===== src/rtl/mem_stage_pkg.sv =====
// Shared encodings and byte-lane helpers for the MIPS memory-access stage.
package mem_stage_pkg;

    localparam logic [1:0] SZ_BYTE = 2'b00;
    localparam logic [1:0] SZ_HALF = 2'b01;
    localparam logic [1:0] SZ_WORD = 2'b10;

    localparam int OFFS_W = 2;

    typedef enum logic [1:0] {
        ST_IDLE = 2'd0,
        ST_WAIT = 2'd1,
        ST_DONE = 2'd2
    } state_t;

    // Half accesses look only at offset bit 1, so an odd half address lands on its natural pair.
    function automatic logic [3:0] lane_mask(input logic [1:0] size, input logic [OFFS_W-1:0] off);
        case (size)
            SZ_BYTE: lane_mask = 4'b0001 << off;
            SZ_HALF: lane_mask = off[1] ? 4'b1100 : 4'b0011;
            default: lane_mask = 4'b1111;
        endcase
    endfunction

    function automatic logic [31:0] store_lanes(input logic [1:0] size, input logic [31:0] data);
        case (size)
            SZ_BYTE: store_lanes = {4{data[7:0]}};
            SZ_HALF: store_lanes = {2{data[15:0]}};
            default: store_lanes = data;
        endcase
    endfunction

    function automatic logic [31:0] load_extend(input logic [1:0] size, input logic [OFFS_W-1:0] off,
                                                input logic uns, input logic [31:0] word);
        logic [7:0]  b;
        logic [15:0] h;
        b = word[{off, 3'b000} +: 8];
        h = off[1] ? word[31:16] : word[15:0];
        case (size)
            SZ_BYTE: load_extend = uns ? {24'h0, b} : {{24{b[7]}}, b};
            SZ_HALF: load_extend = uns ? {16'h0, h} : {{16{h[15]}}, h};
            default: load_extend = word;
        endcase
    endfunction

endpackage


===== src/rtl/mem_stage_byte_ram.sv =====
// DEPTH x 32 data RAM: per-byte write enables, registered read with enable, async active-low clear.
module byte_ram #(
    parameter int DEPTH = 16,
    parameter int AW    = $clog2(DEPTH)
) (
    input  logic          clk,
    input  logic          rst_n,
    input  logic [3:0]    i_we,
    input  logic          i_re,
    input  logic [AW-1:0] i_addr,
    input  logic [31:0]   i_wdata,
    output logic [31:0]   o_rdata
);

    logic [31:0] r_mem [DEPTH];
    logic [31:0] r_q;

    always_ff @(posedge clk or negedge rst_n) begin
        if (!rst_n) begin
            for (int i = 0; i < DEPTH; i++) r_mem[i] <= '0;
            r_q <= '0;
        end else begin
            for (int b = 0; b < 4; b++) begin
                if (i_we[b]) r_mem[i_addr][8*b +: 8] <= i_wdata[8*b +: 8];
            end
            // Read port only advances on load completion so the output doubles as the load-result hold register.
            if (i_re) r_q <= r_mem[i_addr];
        end
    end

    assign o_rdata = r_q;

endmodule


===== src/rtl/mem_stage.sv =====
// MIPS memory-access stage: sized loads/stores behind a wait-state FSM that stalls upstream.
// Optional MEM_STAGE_ALIGN_CHECK_EN suppresses misaligned half/word accesses and flags them.
module mem_stage
    import mem_stage_pkg::*;
#(
    parameter int DEPTH       = 16,
    parameter int WAIT_STATES = 1
) (
    input  logic        clk,
    input  logic        reset,
    input  logic        branch,
    input  logic        alu_zero,
    input  logic        mem_write,
    input  logic        mem_read,
    input  logic [1:0]  mem_size,
    input  logic        mem_unsigned,
    input  logic [31:0] alu_res,
    input  logic [31:0] rt_data,
    output logic        pc_source,
    output logic [31:0] read_data,
    output logic        read_valid,
    output logic        stall,
    output logic        misalign
);

    localparam int AW = $clog2(DEPTH);
    localparam logic [2:0] CNT_INIT = (WAIT_STATES > 0) ? 3'(WAIT_STATES - 1) : 3'd0;

    state_t              r_state, w_state_nxt;
    logic [2:0]          r_cnt, w_cnt_nxt;
    logic [AW-1:0]       r_word;
    logic [OFFS_W-1:0]   r_off;
    logic [1:0]          r_size;
    logic                r_uns, r_wr, r_rd;
    logic [31:0]         r_wdata;
    logic [1:0]          r_ld_size;
    logic [OFFS_W-1:0]   r_ld_off;
    logic                r_ld_uns, r_ld_zero, r_read_valid;

    logic                w_idle, w_req, w_stall, w_fire, w_mis, w_re;
    logic [AW-1:0]       w_word;
    logic [OFFS_W-1:0]   w_off;
    logic [1:0]          w_size;
    logic                w_uns, w_wr, w_rd;
    logic [31:0]         w_wdata, w_rdata;
    logic [3:0]          w_we;
    logic                w_unused;

    assign w_idle = (r_state == ST_IDLE);
    assign w_req  = mem_read | mem_write;

    // In IDLE the access is taken straight from the inputs so a zero-wait access can complete on its first edge.
    assign w_word  = w_idle ? alu_res[2 +: AW]           : r_word;
    assign w_off   = w_idle ? alu_res[OFFS_W-1:0]        : r_off;
    assign w_size  = w_idle ? mem_size                   : r_size;
    assign w_uns   = w_idle ? mem_unsigned               : r_uns;
    assign w_wr    = w_idle ? mem_write                  : r_wr;
    assign w_rd    = w_idle ? (mem_read & ~mem_write)    : r_rd;
    assign w_wdata = w_idle ? rt_data                    : r_wdata;

`ifdef MEM_STAGE_ALIGN_CHECK_EN
    assign w_mis = ((w_size == SZ_HALF) && w_off[0]) || (w_size[1] && (w_off != 2'b00));
`else
    assign w_mis = 1'b0;
`endif

    always_comb begin
        w_state_nxt = r_state;
        w_cnt_nxt   = r_cnt;
        w_stall     = 1'b0;
        case (r_state)
            ST_IDLE: begin
                if (w_req) begin
                    w_stall = 1'b1;
                    if (WAIT_STATES > 0) begin
                        w_state_nxt = ST_WAIT;
                        w_cnt_nxt   = CNT_INIT;
                    end else begin
                        w_state_nxt = ST_DONE;
                    end
                end
            end
            ST_WAIT: begin
                w_stall = 1'b1;
                if (r_cnt == 3'd0) w_state_nxt = ST_DONE;
                else               w_cnt_nxt   = r_cnt - 3'd1;
            end
            default: w_state_nxt = ST_IDLE;
        endcase
    end

    assign w_fire = (w_state_nxt == ST_DONE);
    assign w_we   = (w_fire && w_wr && !w_mis) ? lane_mask(w_size, w_off) : 4'b0000;
    assign w_re   = w_fire & w_rd & ~w_mis;

    always_ff @(posedge clk or negedge reset) begin
        if (!reset) begin
            r_state      <= ST_IDLE;
            r_cnt        <= 3'd0;
            r_read_valid <= 1'b0;
            r_ld_size    <= SZ_WORD;
            r_ld_off     <= '0;
            r_ld_uns     <= 1'b0;
            r_ld_zero    <= 1'b0;
        end else begin
            r_state      <= w_state_nxt;
            r_cnt        <= w_cnt_nxt;
            r_read_valid <= w_re;
            if (w_fire && w_rd) begin
                r_ld_size <= w_size;
                r_ld_off  <= w_off;
                r_ld_uns  <= w_uns;
                r_ld_zero <= w_mis;
            end
        end
    end

    always_ff @(posedge clk) begin
        if (w_idle && w_req) begin
            r_word  <= alu_res[2 +: AW];
            r_off   <= alu_res[OFFS_W-1:0];
            r_size  <= mem_size;
            r_uns   <= mem_unsigned;
            r_wr    <= mem_write;
            r_rd    <= mem_read & ~mem_write;
            r_wdata <= rt_data;
        end
    end

`ifdef MEM_STAGE_ALIGN_CHECK_EN
    logic r_misalign;
    always_ff @(posedge clk or negedge reset) begin
        if (!reset) r_misalign <= 1'b0;
        else        r_misalign <= w_fire & w_mis;
    end
    assign misalign = r_misalign;
`else
    assign misalign = 1'b0;
`endif

    byte_ram #(.DEPTH(DEPTH), .AW(AW)) data_memory (
        .clk     (clk),
        .rst_n   (reset),
        .i_we    (w_we),
        .i_re    (w_re),
        .i_addr  (w_word),
        .i_wdata (store_lanes(w_size, w_wdata)),
        .o_rdata (w_rdata)
    );

    assign read_data  = r_ld_zero ? 32'h0 : load_extend(r_ld_size, r_ld_off, r_ld_uns, w_rdata);
    assign read_valid = r_read_valid;
    assign stall      = reset & w_stall;
    assign pc_source  = reset & branch & alu_zero & ~w_stall;
    assign w_unused   = &{1'b0, alu_res};

endmodule


===== config.mk =====
export PLATFORM = sky130hd
export DESIGN_NAME = mem_stage
export DESIGN_NICKNAME = d
export VERILOG_FILES = /design/src/rtl/mem_stage_pkg.sv /design/src/rtl/mem_stage_byte_ram.sv /design/src/rtl/mem_stage.sv
export SDC_FILE = /design/constraint.sdc
export NUM_CORES = 1
export LEC_CHECK = 0
export CORE_MARGIN = 4
export CORE_UTILIZATION = 30
export DETAILED_ROUTE_END_ITERATION = 12
export GPL_ROUTABILITY_DRIVEN = 0
export GPL_TIMING_DRIVEN = 0
export MAX_ROUTING_LAYER = met4
export PLACE_DENSITY = 0.49
export SYNTH_ARGS = -nofsm -noshare
export SYNTH_HDL_FRONTEND = slang
export SYNTH_SLANG_ARGS = --single-unit

===== constraint.sdc =====
create_clock -name clk -period 4.9 [get_ports clk]
set_input_delay 0.49 -clock clk [delete_from_list [all_inputs] [get_ports clk]]
set_output_delay 0.49 -clock clk [all_outputs]
set_load 0.02 [all_outputs]

==> results by group <==
Routing
  – Via count: 19100
  – DR vias/cell: 5.48
  – DRC viols: 0
  – Router iterations before antenna repair: 5
  – Initial DRC Count: 1820
  – Final ANT Viol Nets: 0
  – Detailed Route WL: 96800 um
  – WL per Instance: 27.8 um

Flow run
  – # Max-Cap Violations: 0

Critical path
  – Max stage delay on crit path: 1.05 ns
  – Worst-path cell chain: buf_4, nor2_8, buf_2, a31oi_2, buf_4, buf_1, a21oi_1, nor4_1, o21ai_0
  – Worst setup SP type: flip-flop
  – Top cell by count, worst path: buf_4
  – Critical path arrival: 4.91 ns
  – R2R cell count: 9
  – Required @ worst endpoint: 5.33 ns
  – CP Class: flip-flop to flip-flop
  – Crit. End Element: flip-flop
  – Critical path's slowest cell: nor4_1
  – Critical-path maximum fanout: 10

Finish
  – # nets final: 2344
  – Layout area overhead: 17.1%
  – Register Area: 0.0152 mm2
  – Multi-input gate area: 0.0112 mm2
  – Fillcell total: 8648
  – Share of layout cells above drive strength 1: 0.316

Timing
  – PnR worst setup slack: 0.415 ns
  – Hold slack: 0.479 ns
  – Final setup vio count: 0
  – Clock skew: 0.0217 ns
  – Total negative slack: 0 ns
  – Pins over their slew limit: 0
  – Actual slew at the worst max-slew pin: 1.42 ns
  – Fin crit period: 4.49 ns
  – Fmax: 223 MHz
  – Slew HR: 0.0548
  – Final hold violations: 0
  – Tcrit/Tclk final: 0.915
  – Unrepaired setup endpoints after global routing: no

Yosys
  – Seq/Total Area, Yosys: 0.561
  – Yosys top cell by area: dfrtp_1
  – Post-synth ARST share: 0.928
  – Yosys cell types: 55
  – Top cells by count, synth: dfrtp_1 (554), mux2_2 (510), a22oi_1 (264), nand2_1 (173), a21oi_1 (140)
  – Syn nets: 2184
  – Post-Syn Area: 0.0271 mm2
  – Most frequent cell after synthesis: dfrtp_1
  – Yosys warnings: 0
  – Post-synth top area share: 0.512
  – Number of enable flip-flop cells after synthesis: 43
  – Top_reg_cell synth: dfrtp_1
  – Syn_area_per_cell: 12.8 um2
  – Gate Count Post-Synth: 2109
  – Top cells by area, synth: dfrtp_1 (51%), mux2_2 (21%), a22oi_1 (7.3%)
  – #FFs+latches synth: 598

Pwr
  – Switch share: 0.415
  – Register share of total power: 0.361
  – Combinational share of power: 0.391
  – Internal power: 11.9 mW
  – Worst vdd ir: 0.363 mV
  – Power density over cell area: 640 mW/mm2
  – Clock power share: 0.248
  – Psw: 8.43 mW
  – Leak pwr: 14.0 nW

Clock network
  – Clk buf depth: 3
  – Post-CTS Resized: 0
  – Clock sinks: 598
  – Reg clk slew, reported paths: 0.05 ns
  – CTS Buf Count: 70
  – Skew-Pair Late Insertion Delay: 0.61 ns
  – H-tree lvl count: 3
  – Clk root buf: clkbuf_16
  – CTS tree: yes

Place
  – Dpl ws: 0.0129 ns
  – DP HPWL: 67300 um
  – IO Port Bufs: 81

Outcome
  – Status: finished clean

Die
  – Rows: 109
  – Initial Util: 0.304
  – Die width: 308 um
  – Boundary Pins: 109
  – Die ar.: 0.0951 mm2
  – Core area: 0.0889 mm2
  – Die Span Y: 308 um

GRT
  – First-pass GRT wire length: 141000 um
  – GRT Util Overall: 0.209
  – Largest net degree at the start of global routing: 126
  – GR Overflow Total: 0
  – Vias in the first global route: 19700
  – Initial antenna violation count: 1

Min path
  – Hold path cells: 1
  – Hold Path Class: input port to flip-flop
-- final cells by class --
class / instances / share of cell area
sequential: 598 / 0.479
multi-input combinational: 1356 / 0.352
clock buffer: 107 / 0.0657
tap: 1165 / 0.0460
timing repair buffer: 88 / 0.0306
buffer: 147 / 0.0219
clock inverter: 16 / 0.00343
inverter: 8 / 0.000948
antenna: 1 / 0.0000790
-- timing repair --
action | CTS | global route
endpoints found under the hold margin | 82 | 0
hold buffers | 1 | 0
setup buffers | 0 | 0
-- critical path: cells and delay by family, from the launching register on --
kind                   cells  cell delay (ns)
buffers and inverters      4             1.79
AO/OA/AOI/OAI              3             1.04
flip-flops                 1             0.33
AND/OR/NAND/NOR            2             1.13
-- state kept, by name, indices dropped and copies added, names as in the netlist, 2 cells and up --
| register | cells |
|---|---|
| r_ld_off | 2 |
| data_memory.r_mem | 512 |
| r_wdata | 32 |
| r_off | 2 |
| r_word | 4 |
| r_ld_size | 2 |
| data_memory.o_rdata | 32 |
| r_cnt | 3 |
| r_state | 2 |
| r_size | 2 |
-- placed cells by master (no fill, tap or decap), types with 41 or more instances in the layout --
cell and instances:
dfrtp_1 554, nand2_1 173, clkbuf_1 101, o21ai_0 49, a21oi_1 140, edfxtp_1 43
clkdlybuf4s50_1 80, buf_2 41, clkbuf_16 72, a22oi_1 264, mux2_2 510
-- stage by stage --
step | cells | util | instance area [um2] | power, mW
2_1_floorplan | 2109 | - | 27100 | 11.7
3_3_place_gp | 3355 | 0.330 | 29300 | 15.0
3_5_place_dp | 3361 | 0.332 | 29500 | 15.3
4_1_cts | 3485 | 0.356 | 31700 | 20.3
5_1_grt | 3486 | 0.356 | 31700 | 21.2
6_report | 3486 | 0.356 | 31700 | 20.3
-- logic make-up after synthesis --
logic type,count (synthesis),synth area share
muxes,538,0.223
xor gates and xnor gates,1,0.000324
buffers and inverters,155,0.0267
other,1,0.000139
adders and majority gates,2,0.000925
DFF,598,0.561
and+or+nand+nor,319,0.0656
AOI/OAI and AO/OA,495,0.122
-- power groups by stage --
stage	clock [mW]	sequential (mW)	combinational, mW
final	5.04	7.33	7.92
after global routing	5.34	7.48	8.39
after CTS	5.15	7.30	7.90
after detailed placement	0	7.38	7.87
after global placement	0	7.36	7.68
after floorplan	0	7.14	4.55
-- worst paths after layout --
kind | slack (ns) | startpoint | to
setup / recovery | 0.41 | r_state[0] | data_memory.o_rdata[3]
hold / removal | 0.48 | rt_data[15] | r_wdata[15]
setup reg to reg | 0.41 | r_state[0] | data_memory.o_rdata[3]
hold reg to reg | 0.49 | data_memory.r_mem[46] | data_memory.r_mem[46]
max in group asynchronous | 2.73 | reset | data_memory.r_mem[35]
min in group asynchronous | 0.50 | reset | data_memory.r_mem[372]
-- metal layers --
metal  vias to the layer above  routed length [um]  GRT usage
met2                       630               45300      0.329
met1                     10100               42800      0.277
met5                         -                   0          -
li1                       8178                   -          -
met3                       140                6100     0.0396
met4                         0                2640     0.0618
No activity file was read; power rests on OpenSTA's default activity.
